**src/rtl/ims1420_ctrl_pkg.sv**
```systemverilog
// ims1420 SRAM arbiter: shared types and constants.
// FSM states, default bus widths and the request bundle.
package ims1420_ctrl_pkg;

  localparam int ADDR_W_DEF = 12;
  localparam int DATA_W_DEF = 4;

  typedef enum logic [1:0] {
    IDLE   = 2'd0,
    ACCESS = 2'd1,
    RESP   = 2'd2
  } state_t;

  typedef struct packed {
    logic                  we;
    logic [ADDR_W_DEF-1:0] addr;
    logic [DATA_W_DEF-1:0] wdata;
  } req_t;

endpackage

```
**src/rtl/rr_arbiter.sv**
```systemverilog
// Round-robin arbiter for the ims1420 SRAM ports.
// Combinational grant; pointer holds the last served port.
module rr_arbiter #(
  parameter  int NUM_REQ = 2,
  localparam int IDX_W   = $clog2(NUM_REQ)
) (
  input  logic               clk,
  input  logic               rst_b,
  input  logic [NUM_REQ-1:0] req_i,
  input  logic               upd_i,
  input  logic [IDX_W-1:0]   upd_idx_i,
  output logic               any_o,
  output logic [IDX_W-1:0]   gnt_idx_o,
  output logic [NUM_REQ-1:0] gnt_o
);

  logic [IDX_W-1:0] ptr_q;
  logic [IDX_W-1:0] cand;

  // pointer = last grant; reset makes port 0 the first candidate
  always_ff @(posedge clk or negedge rst_b) begin
    if (!rst_b) begin
      ptr_q <= IDX_W'(NUM_REQ - 1);
    end else if (upd_i) begin
      ptr_q <= upd_idx_i;
    end
  end

  // scan from farthest to nearest so the port right after ptr wins
  always_comb begin
    cand      = '0;
    any_o     = 1'b0;
    gnt_idx_o = '0;
    gnt_o     = '0;
    for (int off = NUM_REQ; off >= 1; off--) begin
      cand = IDX_W'((int'(ptr_q) + off) % NUM_REQ);
      if (req_i[cand]) begin
        any_o     = 1'b1;
        gnt_idx_o = cand;
      end
    end
    if (any_o) begin
      gnt_o[gnt_idx_o] = 1'b1;
    end
  end

endmodule

```
**src/rtl/ims1420_arbiter.sv**
```systemverilog
// Shares one ims1420 4Kx4 SRAM between NUM_REQ requesters.
// IDLE -> ACCESS -> RESP; all outputs come straight from flops.
module ims1420_arbiter
  import ims1420_ctrl_pkg::*;
#(
  parameter int NUM_REQ = 2,
  parameter int ADDR_W  = ADDR_W_DEF,
  parameter int DATA_W  = DATA_W_DEF
) (
  input  logic                           clk,
  input  logic                           rst_b,
  input  logic [NUM_REQ-1:0]             req,
  input  logic [NUM_REQ-1:0]             we,
  input  logic [NUM_REQ-1:0][ADDR_W-1:0] addr,
  input  logic [NUM_REQ-1:0][DATA_W-1:0] wdata,
  output logic [NUM_REQ-1:0]             ack,
  output logic [DATA_W-1:0]              rdata,
  output logic                           busy,
  output logic [ADDR_W-1:0]              ram_addr,
  output logic [DATA_W-1:0]              ram_din,
  input  logic [DATA_W-1:0]              ram_dout,
  output logic                           ram_we_b,
  output logic                           ram_e_b
);

  localparam int IDX_W = $clog2(NUM_REQ);

  state_t state_q, state_d;

  logic [IDX_W-1:0]   win_idx_q, win_idx_d;
  logic [NUM_REQ-1:0] win_oh_q, win_oh_d;
  logic [ADDR_W-1:0]  ram_addr_q, ram_addr_d;
  logic [DATA_W-1:0]  ram_din_q, ram_din_d;
  logic               ram_we_b_q, ram_we_b_d;
  logic               ram_e_b_q, ram_e_b_d;
  logic [NUM_REQ-1:0] ack_q, ack_d;
  logic [DATA_W-1:0]  rdata_q, rdata_d;
  logic               busy_q, busy_d;

  logic               any;
  logic [IDX_W-1:0]   gnt_idx;
  logic [NUM_REQ-1:0] gnt;
  logic               upd;

  assign upd = (state_q == RESP);

  rr_arbiter #(
    .NUM_REQ(NUM_REQ)
  ) u_rr (
    .clk      (clk),
    .rst_b    (rst_b),
    .req_i    (req),
    .upd_i    (upd),
    .upd_idx_i(win_idx_q),
    .any_o    (any),
    .gnt_idx_o(gnt_idx),
    .gnt_o    (gnt)
  );

  // state register
  always_ff @(posedge clk or negedge rst_b) begin
    if (!rst_b) begin
      state_q <= IDLE;
    end else begin
      state_q <= state_d;
    end
  end

  // fixed three-step walk; only IDLE waits on a request
  always_comb begin
    state_d = state_q;
    unique case (state_q)
      IDLE:    if (any) state_d = ACCESS;
      ACCESS:  state_d = RESP;
      RESP:    state_d = IDLE;
      default: state_d = IDLE;
    endcase
  end

  // strobes default high so they drop only for the ACCESS cycle
  always_comb begin
    win_idx_d  = win_idx_q;
    win_oh_d   = win_oh_q;
    ram_addr_d = ram_addr_q;
    ram_din_d  = ram_din_q;
    ram_e_b_d  = 1'b1;
    ram_we_b_d = 1'b1;
    ack_d      = '0;
    rdata_d    = rdata_q;
    busy_d     = (state_d != IDLE);
    unique case (state_q)
      IDLE: begin
        if (any) begin
          win_idx_d  = gnt_idx;
          win_oh_d   = gnt;
          ram_addr_d = addr[gnt_idx];
          ram_din_d  = wdata[gnt_idx];
          ram_e_b_d  = 1'b0;
          ram_we_b_d = ~we[gnt_idx];
        end
      end
      ACCESS: begin
        ack_d = win_oh_q;
        if (ram_we_b_q) begin
          rdata_d = ram_dout;
        end
      end
      default: ;
    endcase
  end

  // output and transaction-latch registers
  always_ff @(posedge clk or negedge rst_b) begin
    if (!rst_b) begin
      win_idx_q  <= '0;
      win_oh_q   <= '0;
      ram_addr_q <= '0;
      ram_din_q  <= '0;
      ram_e_b_q  <= 1'b1;
      ram_we_b_q <= 1'b1;
      ack_q      <= '0;
      rdata_q    <= '0;
      busy_q     <= 1'b0;
    end else begin
      win_idx_q  <= win_idx_d;
      win_oh_q   <= win_oh_d;
      ram_addr_q <= ram_addr_d;
      ram_din_q  <= ram_din_d;
      ram_e_b_q  <= ram_e_b_d;
      ram_we_b_q <= ram_we_b_d;
      ack_q      <= ack_d;
      rdata_q    <= rdata_d;
      busy_q     <= busy_d;
    end
  end

  assign ack      = ack_q;
  assign rdata    = rdata_q;
  assign busy     = busy_q;
  assign ram_addr = ram_addr_q;
  assign ram_din  = ram_din_q;
  assign ram_e_b  = ram_e_b_q;
  assign ram_we_b = ram_we_b_q;

endmodule
```
**config.mk**
```make
export PLATFORM = sky130hd
export DESIGN_NAME = ims1420_arbiter
export DESIGN_NICKNAME = d
export VERILOG_FILES = /design/src/rtl/ims1420_ctrl_pkg.sv /design/src/rtl/rr_arbiter.sv /design/src/rtl/ims1420_arbiter.sv
export SDC_FILE = /design/constraint.sdc
export NUM_CORES = 1
export LEC_CHECK = 0
export CORE_UTILIZATION = 28
export CTS_CLUSTER_DIAMETER = 30
export CTS_CLUSTER_SIZE = 10
export DETAILED_ROUTE_END_ITERATION = 7
export PLACE_DENSITY = 0.64
export SLEW_MARGIN = 20
export SYNTH_ARGS = -nofsm -noshare
export SYNTH_HDL_FRONTEND = slang
export SYNTH_SLANG_ARGS = --single-unit
```
**constraint.sdc**
```tcl
create_clock -name clk -period 1.4 [get_ports clk]
set_clock_uncertainty 0.2 [all_clocks]
set_input_delay 0.14 -clock clk [delete_from_list [all_inputs] [get_ports clk]]
set_output_delay 0.14 -clock clk [all_outputs]
set_load 0.05 [all_outputs]
```
==> impl_results.md <==
* Vias in the first global route at 1267
* Post-synthesis cell type count at 22
* Clock root buffer master: clkbuf_8
* Synth Register Bits at 30
* Initial Util at 29.8%
* Setup Buffers After CTS at 0
* Chip width at 70.7 µm
* CP max FO at 5
* Commonest cells post-synth: inv_1, dfrtp_1, o221ai_1, o21ai_0, o21ai_1
* Hold_ws at 0.0191 ns
* CP max stage cell: dfrtp_2
* GRT Overall Usage at 15.9%
* Combinational power share at 62.5%
* Slew @ Worst Pin at 0.252 ns
* Commonest register cell after synthesis: dfrtp_1
* GP Congestion at 0.714
* Peak supply drop at 1.34 mV
* RSZ-0062 raised after global routing: true
* Avg WL per Cell at 14.7 µm
* Crit path kind: register to register
* CTS Buf Count at 5
* Switching share of power at 41.8%
* Top cells by area, synth: dfrtp_1, o221ai_1, inv_1
* CP Buf/Inv Count at 1
* Avg Cell Area, Syn at 10.4 µm²
* Cell Int Power at 4060 µW
* Worst-path clk slew at 0.07 ns
* Worst Path Arrival at 1.40 ns
* Layout cells sized above 1 at 40.0%
* Routed vias at 1221
* Final setup vio count at 18
* Mapped cell area at 1320 µm²
* Cell Pwr Density at 2590 nW/µm²
* Final Max Tran Viols at 0
* Flop pwr share at 25.7%
* Cells after synthesis at 127
* Crit-path leading delay family: flip-flops
* Setup ws final at -0.0402 ns
* Count of final hold-check violations at 0
* Antenna cells at 0
* Die H at 70.7 µm
* Startpoint types: register
* Clock Power Share at 11.8%
* H-tree depth at 2
* Detailed Routing Iterations Pass 1 at 6
* Yosys Warn Count at 0
* Post-synth EDFFs at 0
* Die area at 5000 µm²
* Peak Freq at 0.694 GHz
* Via density at 4.66
* R2r worst-path depth at 4
* Port Buffers at 66
* Maxcap violations at 0
* Largest area contributor in the netlist: dfrtp_1
* Antenna violations before repair at 0
* Synthesis-to-finish area growth at 104%
* CTS tree: built
* Critical Path RT at 1.36 ns
* Global route overflow at 0
* Top-count cell post-synth: inv_1
* Post-CTS Hold Fix Bufs at 0
* Drt total wl at 3.86 mm
* TNS Setup at -0.383 ns
* Critical Path End Type: register
* Final ANT Viol Nets at 0
* Fin crit period at 1.44 ns
* Status: finished, violations left
* DP HPWL at 2.64 mm
* Failing checks: DRC, setup timing
* Pin count of the biggest net entering global routing at 31
* Max stage delay on crit path at 0.44 ns
* Critical path depth at 4
* Io pins at 67
* Syn nets at 169
* Max Root-Sink Buffers at 2
* CTS Sinks at 30
* Pleak at 0.00126 µW
* Max-slew headroom at 83.0%
* Drt initial violations at 119
* Seq/Total Area, Yosys at 57.0%
* Site Rows at 24
* Crit-path cells: or2_4, buf_6, o21ai_2, o221ai_2
* Async set-reset flop share out of synthesis at 100%
* Number of remaining DRC errors at 6
* Hold Crit Class: primary input to asynchronous set/reset pin
* Area fraction of the dominant cell type after synthesis at 51.1%
* Post-layout nets at 251
* Final period utilization at 103%
* Core Area at 4440 µm²
* Clock latency on the worst-skew pair at 0.28 ns
* First-pass GRT wire length at 6.10 mm
* NetSw at 2920 µW
==> routing by layer <==
layer	part of all wire [%]	routed length [µm]	track usage (%)	up-vias
met2	54	2060	27.4	30
li1	-	-	-	592
met5	0	0	0	-
met1	41	1590	19.0	594
met3	4.2	163	4.99	5
met4	0.88	34	4.67	0
==> layout make-up <==
type                    count  area (µm²)
inverters                  36         135
multi-input cells          56         531
clock buffers               8         110
repair buffers             80        1100
well taps                  52        65.1
flip-flops and latches     30         757
fillers                   375        1740
==> power groups by stage <==
stage | Combinational [µW] | Clock [µW] | Sequential (µW)
floorplan | 827 | 0 | 2700
global placement | 3870 | 0 | 1720
detailed placement | 3910 | 0 | 1730
CTS | 4160 | 849 | 1760
global route | 4550 | 889 | 1840
finish | 4360 | 825 | 1800
==> cell usage in the layout, fill, tap and decap left out, types with 4 or more instances in the layout <==
cell type,count
clkbuf_8,8
o221ai_1,10
buf_12,29
o21ai_1,4
mux2_4,4
o221ai_2,6
buf_6,5
buf_4,4
inv_1,36
dfrtp_1,25
clkdlybuf4s50_1,41
o21ai_2,12
==> flip-flops by register name (all words and copies together), names as in the netlist <==
signal,cells
rdata,4
busy,1
u_rr.ptr_q,1
win_oh_q,1
state_q,2
ram_din,4
win_idx_q,1
ram_we_b,1
ram_e_b,1
ack,2
ram_addr,12
==> through the flow <==
stage / utilization, % / instances / instance area (µm²) / total power, µW / setup slack, ns
2_1_floorplan: - / 127 / 1330 / 3530 / -0.0294
3_3_place_gp: 54.1 / 252 / 2400 / 5580 / -0.114
3_5_place_dp: 54.1 / 252 / 2400 / 5640 / -0.164
4_1_cts: 58.6 / 261 / 2600 / 6770 / -0.0251
5_1_grt: 60.8 / 262 / 2700 / 7280 / -0.101
6_report: 60.8 / 262 / 2700 / 6990 / -0.0402
==> final timing paths <==
path / slack (ns) / from / endpoint
worst min-delay path: 0.02 / rst_b / ram_addr[11]
worst max register to register: -0.04 / state_q[0] / ram_addr[6]
worst max-delay path: -0.04 / state_q[0] / ram_addr[6]
max in group asynchronous: 0.74 / rst_b / u_rr.ptr_q
worst min register to register: 0.28 / win_oh_q[0] / ack[0]
min in group clk: 0.24 / wdata[6] / ram_din[2]
==> cell families (layout without fill, tap and decap cells) <==
logic type             count (synthesis)  after routing  share of synthesized area, %
buffers and inverters                 41            124                          13.1
AO/OA/AOI/OAI                         39             39                          20.3
flip-flops                            30             30                          57.0
AND/OR/NAND/NOR                       13             13                          6.15
multiplexers                           4              4                          3.41
==> timing repair <==
item | CTS | global route
pin swaps | 15 | 4
setup endpoints to repair | 23 | 23
gates resized for setup | 28 | 17
gates cloned | 1 | 1
==> worst reg2reg max path, stage by stage, from the launching register on <==
cell	delay, ns
dfrtp_2	0.44
or2_4	0.29
buf_6	0.14
o21ai_2	0.15
o221ai_2	0.10
No activity file was read; power rests on OpenSTA's default activity.
